==> src/rtl/fir_filter_seq.sv <==
// Time-multiplexed FIR filter: one shared MAC walks all taps per accepted sample,
// circular sample delay line, run-time writable coefficient registers, saturated output.
module fir_filter_seq #(
    parameter int DATA_W   = 4,
    parameter int COEFF_W  = 8,
    parameter int NUM_TAPS = 71,
    parameter int ADDR_W   = 7,
    parameter int ACC_W    = 19,
    parameter int OUT_W    = 12
) (
    input  logic                      clk,
    input  logic                      rst,
    input  logic signed [DATA_W-1:0]  sample_in,
    input  logic                      sample_valid,
    output logic                      sample_ready,
    input  logic                      coeff_write,
    input  logic [ADDR_W-1:0]         coeff_addr,
    input  logic signed [COEFF_W-1:0] coeff_in,
    output logic signed [OUT_W-1:0]   fir_out,
    output logic                      fir_valid,
    output logic                      sat_flag
);
    localparam int PTR_W  = $clog2(NUM_TAPS);
    localparam int PROD_W = DATA_W + COEFF_W;
    localparam logic [PTR_W-1:0] LAST = PTR_W'(NUM_TAPS - 1);
    localparam logic signed [ACC_W-1:0] OUT_MAX = ACC_W'((2 ** (OUT_W - 1)) - 1);
    localparam logic signed [ACC_W-1:0] OUT_MIN = ACC_W'(-(2 ** (OUT_W - 1)));

    typedef enum logic [1:0] {IDLE, MAC, DONE} state_t;
    state_t state_q, state_d;

    logic signed [DATA_W-1:0]  dline [NUM_TAPS];
    logic signed [COEFF_W-1:0] coeff [NUM_TAPS];
    logic [PTR_W-1:0]          wr_ptr, rd_ptr, k;
    logic signed [ACC_W-1:0]   acc;
    logic signed [PROD_W-1:0]  prod;
    logic signed [OUT_W-1:0]   sat_val;
    logic                      sat_hit;
    logic                      accept, coeff_we;

    assign sample_ready = (state_q == IDLE);
    assign accept       = sample_ready && sample_valid;
    assign coeff_we     = sample_ready && coeff_write && (32'(coeff_addr) < 32'(NUM_TAPS));
    // rd_ptr walks backwards from the newest sample, so tap k sees x[n-k]
    assign prod         = dline[rd_ptr] * coeff[k];

    always_comb begin
        state_d = state_q;
        case (state_q)
            IDLE:    if (accept) state_d = MAC;
            MAC:     if (k == LAST) state_d = DONE;
            DONE:    state_d = IDLE;
            default: state_d = IDLE;
        endcase
    end

    always_comb begin
        sat_val = acc[OUT_W-1:0];
        sat_hit = 1'b0;
        if (acc > OUT_MAX) begin
            sat_val = OUT_MAX[OUT_W-1:0];
            sat_hit = 1'b1;
        end else if (acc < OUT_MIN) begin
            sat_val = OUT_MIN[OUT_W-1:0];
            sat_hit = 1'b1;
        end
    end

    always_ff @(posedge clk) begin
        if (rst) begin
            state_q   <= IDLE;
            wr_ptr    <= '0;
            rd_ptr    <= '0;
            k         <= '0;
            acc       <= '0;
            fir_out   <= '0;
            fir_valid <= 1'b0;
            sat_flag  <= 1'b0;
            for (int i = 0; i < NUM_TAPS; i++) begin
                dline[i] <= '0;
                coeff[i] <= '0;
            end
        end else begin
            state_q   <= state_d;
            fir_valid <= 1'b0;
            sat_flag  <= 1'b0;
            // coefficient write lands on the same edge as a sample accept, so the
            // MAC pass that starts next already sees it
            if (coeff_we) coeff[PTR_W'(coeff_addr)] <= coeff_in;
            case (state_q)
                IDLE: if (accept) begin
                    dline[wr_ptr] <= sample_in;
                    rd_ptr        <= wr_ptr;
                    wr_ptr        <= (wr_ptr == LAST) ? '0 : wr_ptr + PTR_W'(1);
                    k             <= '0;
                    acc           <= '0;
                end
                MAC: begin
                    acc    <= acc + {{(ACC_W - PROD_W){prod[PROD_W-1]}}, prod};
                    k      <= k + PTR_W'(1);
                    rd_ptr <= (rd_ptr == '0) ? LAST : rd_ptr - PTR_W'(1);
                end
                DONE: begin
                    fir_out   <= sat_val;
                    fir_valid <= 1'b1;
                    sat_flag  <= sat_hit;
                end
                default: ;
            endcase
        end
    end
endmodule

==> config.mk <==
export PLATFORM = sky130hd
export DESIGN_NAME = fir_filter_seq
export DESIGN_NICKNAME = d
export VERILOG_FILES = /design/src/rtl/fir_filter_seq.sv
export SDC_FILE = /design/constraint.sdc
export NUM_CORES = 2
export LEC_CHECK = 0
export CELL_PAD_IN_SITES_DETAIL_PLACEMENT = 0
export CELL_PAD_IN_SITES_GLOBAL_PLACEMENT = 1
export CORE_MARGIN = 2
export CORE_UTILIZATION = 59
export DETAILED_ROUTE_END_ITERATION = 12
export PLACE_DENSITY_LB_ADDON = 0.1
export SLEW_MARGIN = 20
export SYNTH_ARGS = -nofsm -noshare
export SYNTH_HDL_FRONTEND = slang
export SYNTH_SLANG_ARGS = --single-unit
==> constraint.sdc <==
create_clock -name clk -period 23.4 [get_ports clk]
set_input_delay 7.02 -clock clk [delete_from_list [all_inputs] [get_ports clk]]
set_output_delay 7.02 -clock clk [all_outputs]
set_load 0.01 [all_outputs]
### After elaboration in Yosys (flattened, before gate mapping)

Memory sizes are Yosys's and may differ from the RTL's. A register that Yosys moved wholly into a read port is not among the register bits.
Index checks and enable logic that the tools add are counted.

* register bits after elaboration: 56
* latch bits: 0
* memory bits (writable): 852
* memory bits (read-only): 0
* input bits: 23
* output and inout bits: 15
* memories kept: 2

Memories
* coeff: depth 71, width 8, rd ports 1, clocked after Yosys merged registers in 1, write ports 71, RTL line 33 `logic signed [COEFF_W-1:0] coeff [NUM_TAPS];`
* dline: depth 71, width 4, rd ports 1, clocked after Yosys merged registers in 1, write ports 71, RTL line 32 `logic signed [DATA_W-1:0] dline [NUM_TAPS];`

* $add $sub $neg: 4
* multiply operators: 1
* divide/modulo/power cells: 0
* $lt $le $gt $ge: 3
* equal/unequal tests: 6
* shift-type cells: 0
* multiplexer cells: 35
* bitwise gates (word level): 1
* reductions and logical operators: 12

Operators by type and width (number)
* two-way mux 7 bit: 10
* case mux 19 bit (2 select lines): 1
* case mux 7 bit (2 select lines): 2
* two-way mux 12 bit: 2
* adder 19 bit: 1
* > comparator 19 x 12 -> 1 bit, second input constant: 1
* < comparator 19 x 12 -> 1 bit, second input constant: 1
* two-way mux 19 bit: 1
* adder 7 x 1 -> 7 bit, second input constant: 2
* == test 7 bit, second input constant: 2
* two-way mux 1 bit: 14
* multiplier 4 x 8 -> 12 bit: 1
* two-way mux 8 bit: 1
* OR reduction 8 bit: 1
* zero test 7 bit: 1
* < comparator 7 bit, second input constant: 1
* subtractor 7 x 1 -> 7 bit, second input constant: 1
* AND reduction 2 bit: 3
* two-way mux 2 bit: 2
* two-way mux 4 bit: 1
* case mux 2 bit (2 select lines): 1
* OR reduction 4 bit: 1
* logical AND 1 bit: 3
* == test 2 x 1 -> 1 bit, second input constant: 1
* 7 further kinds: 7

### Logic depth before layout (Yosys ltp)

* word-level depth: 8
* gate-level depth with buffers: 35
* gate-level depth less buffers: 31

### Least setup slack after synthesis

OpenSTA, ideal clock, no wires.

* path type: input to register
* from: input coeff_addr[3]
* to: memory coeff[15][0], enable pin
* arrival time: 8.525 ns
* required time: 23.091 ns
* setup slack: 14.566 ns
* stages: 6
* path buffers: 0
* path through: nor3_1 > nand2_1 > a211oi_1 > nand3_1 > nor2_1 > or2_2

RTL lines
* start, declared: RTL line 17 `input logic [ADDR_W-1:0] coeff_addr,`
* end, declared: RTL line 33

==> impl_metrics.py <==
metrics = {
    "place": {
        "dp_hpwl_mm": 98.52,
        "portBuffers": 37,
        "gp_congestion": 0.8380,
    },
    "layout": {
        "fill_cells": 8160,
        "areaGrowthSynthToFinish_pct": 12.13,
        "final_util": 0.6653,
        "final_common_cell": "edfxtp_1",
        "fin_nets": 4683,
        "mostFrequentLayoutCells": "edfxtp_1, and2_1, nor2_1",
        "drive_gt1_frac": 0.1790,
    },
    "detailed_routing": {
        "drtPass1Iterations": 7,
        "ant_nets": 0,
        "avgViaCountPerCell": 5.884,
        "vias": 36883,
        "drtIter0Drc": 3823,
        "route.detailed.drc": 0,
        "post_drt_wl_per_cell_um": 25.27,
        "totalWireLength_mm": 158.4,
    },
    "sta": {
        "timing.fmax_ghz": 0.09472,
        "fin_hold_ws_ns": 0.4503,
        "tightest_slew_ns": 1.158,
        "fin_crit_sh": 0.4512,
        "min_period_ns": 10.56,
        "finClkSkew_ns": 0.02443,
        "grt_setup_unrepaired": "false",
        "final_max_slew_viol_count": 0,
        "slew_headroom": 0.2261,
        "setup_violations": 0,
        "finalHoldViolations": 0,
        "setup_tns_ns": 0,
    },
    "power": {
        "ir_drop_mv": 0.07955,
        "p_per_area_mw_per_mm2": 85.83,
        "leakage_nw": 27.24,
        "power.total_mw": 6.724,
    },
    "global_route": {
        "antenna_found_initial": 4,
        "grtUsageTotal": 0.2680,
        "grt_pass1_vias": 37148,
        "grtUsageMet3": 0.05409,
        "grt_max_degree": 98,
        "top_usage_layer": "met2",
        "grt_use_met1": 0.3516,
        "gr-usage-met2": 0.4451,
        "overflow": 0,
        "grt_pass1_wl_mm": 236.3,
    },
    "job": {
        "drv_cap": 0,
    },
    "min_path": {
        "hp-class": "reg2reg",
    },
    "synth": {
        "synth-seq-cells": 1606,
        "syn_area_per_cell_um2": 16.81,
        "synth_cells": 4157,
        "ys.flop_type": "edfxtp_1",
        "syn_area_mm2": 0.06987,
        "synth_seq_area_share": 0.6802,
        "synth-edff-count": 1536,
        "ys_types": 57,
        "synth_area_leaders": "edfxtp_1, mux4_2, and2_1, nor2_1, dfxtp_1",
        "yosysWarningCount": 0,
        "synth_top_area_cell": "edfxtp_1",
        "synth_top_area_frac": 0.6601,
        "synthArstFlopShare": 0,
    },
    "clocking": {
        "clock_latency_ns": 0.79,
        "clk_path_buf_depth": 3,
        "cts.htree.levels": 4,
        "post_cts_buffers": 0,
        "clkTransAtPathRegs_ns": 0.06,
        "cts_tree": "built",
        "cts_num_sinks": 1606,
        "hold_buffers": 0,
        "cts_root_buf": "clkbuf_16",
        "cts_buffers": 164,
        "ctsResizeCount": 0,
    },
    "floorplanning": {
        "placement_rows": 126,
        "fp.dieArea_mm2": 0.1212,
        "die_w_um": 348.1,
        "io_pins": 38,
        "start_util": 0.5933,
        "die_h_um": 348.1,
        "core_mm2": 0.1178,
    },
    "worst_setup_path": {
        "start_kind": "flip-flop",
        "critPathSlowestCell": "dfxtp_4",
        "crit_path_max_incr_delay_ns": 0.97,
        "cp_data_arrival_time_ns": 11.27,
        "crit_required_ns": 24.11,
        "worst-r2r-setup-slack_ns": 12.84,
        "crit_top_cell": "fa_1",
        "critPathMaxFanout": 66,
        "cp-end-kind": "flip-flop",
        "path_class": "reg2reg",
    },
    "outcome": {
        "outcome": "finished clean",
    },
}
routing by layer:
metal  vias up  share of wire
met5         -        0.00017
met4         4          0.039
met3       321          0.074
met2      1351           0.50
met1     18847           0.39
li1      16360              -
where the power goes:
part	switching, mW	internal, mW	leakage (nW)
logic	0.469	0.361	8.89
clock network	1.08	1.46	2.54
registers	0.0715	3.29	15.8
total	1.62	5.11	27.2
worst paths after layout:
check / cells past startpoint / from / endpoint
max reg2reg: 31 / flip-flop / acc[18]
min reg2reg: 2 / fir_out[7] / fir_out[7]
min: 2 / fir_out[7] / fir_out[7]
max: 31 / flip-flop / acc[18]
final cells by class:
cell class	instances	area (um^2)	share of cell area
clock inverter	99	820.8	0.01048
inverter	20	75.07	0.0009582
antenna	1	2.502	0.00003194
clock buffer	199	4373	0.05582
multi-input combinational	2717	22850	0.2916
sequential	1606	47550	0.6070
timing repair buffer	90	754.5	0.009630
tap	1536	1922	0.02453
through the flow:
step	instance area, um^2	worst slack, ns	std cells
floorplan	71580	14.57	4612
global placement	73150	12.72	5969
detailed placement	73150	12.67	5969
CTS	78340	12.72	6267
global route	78340	12.09	6267
finish	78350	12.84	6268
critical path, delay by kind of cell, from the launching register on:
kind / cells / cell delay (ns)
AND/OR/NAND/NOR: 3 / 0.41
flip-flops: 1 / 0.97
XOR/XNOR: 2 / 0.65
buffers and inverters: 5 / 1.82
AO/OA/AOI/OAI: 10 / 1.90
multiplexers: 5 / 2.15
adder cells (fa/ha/maj): 6 / 2.42
logic make-up after synthesis:
| family | synth area share |
|---|---|
| flip-flops | 0.6802 |
| AND/OR/NAND/NOR | 0.1027 |
| multiplexers | 0.1595 |
| buffers and inverters | 0.01807 |
| AO/OA/AOI/OAI | 0.02283 |
| adder cells (fa/ha/maj) | 0.01286 |
| XOR/XNOR | 0.003743 |
| other | 0.00005367 |
Yosys cell counts (all sizes together) (13+ instances only):
master,n
dfxtp,70
mux4,454
edfxtp,1536
a22oi,37
clkbuf,198
and2,574
nand2,113
nor2b,30
a21oi,58
nor2,487
buf,71
nand4,14
nand3,44
ha,43
fa,18
xnor2,16
o211ai,13
mux2i,85
a21o,83
nor3,18
or2,77
inv,20
xor2,13
sequential cells by signal (all words and copies together), names as in the netlist, named ones only:
signal     count
acc           19
coeff       1024
dline        512
fir_out       12
fir_valid      1
k              7
rd_ptr         7
sat_flag       1
state_q        2
wr_ptr         7
(Power assumes the default switching activity.)
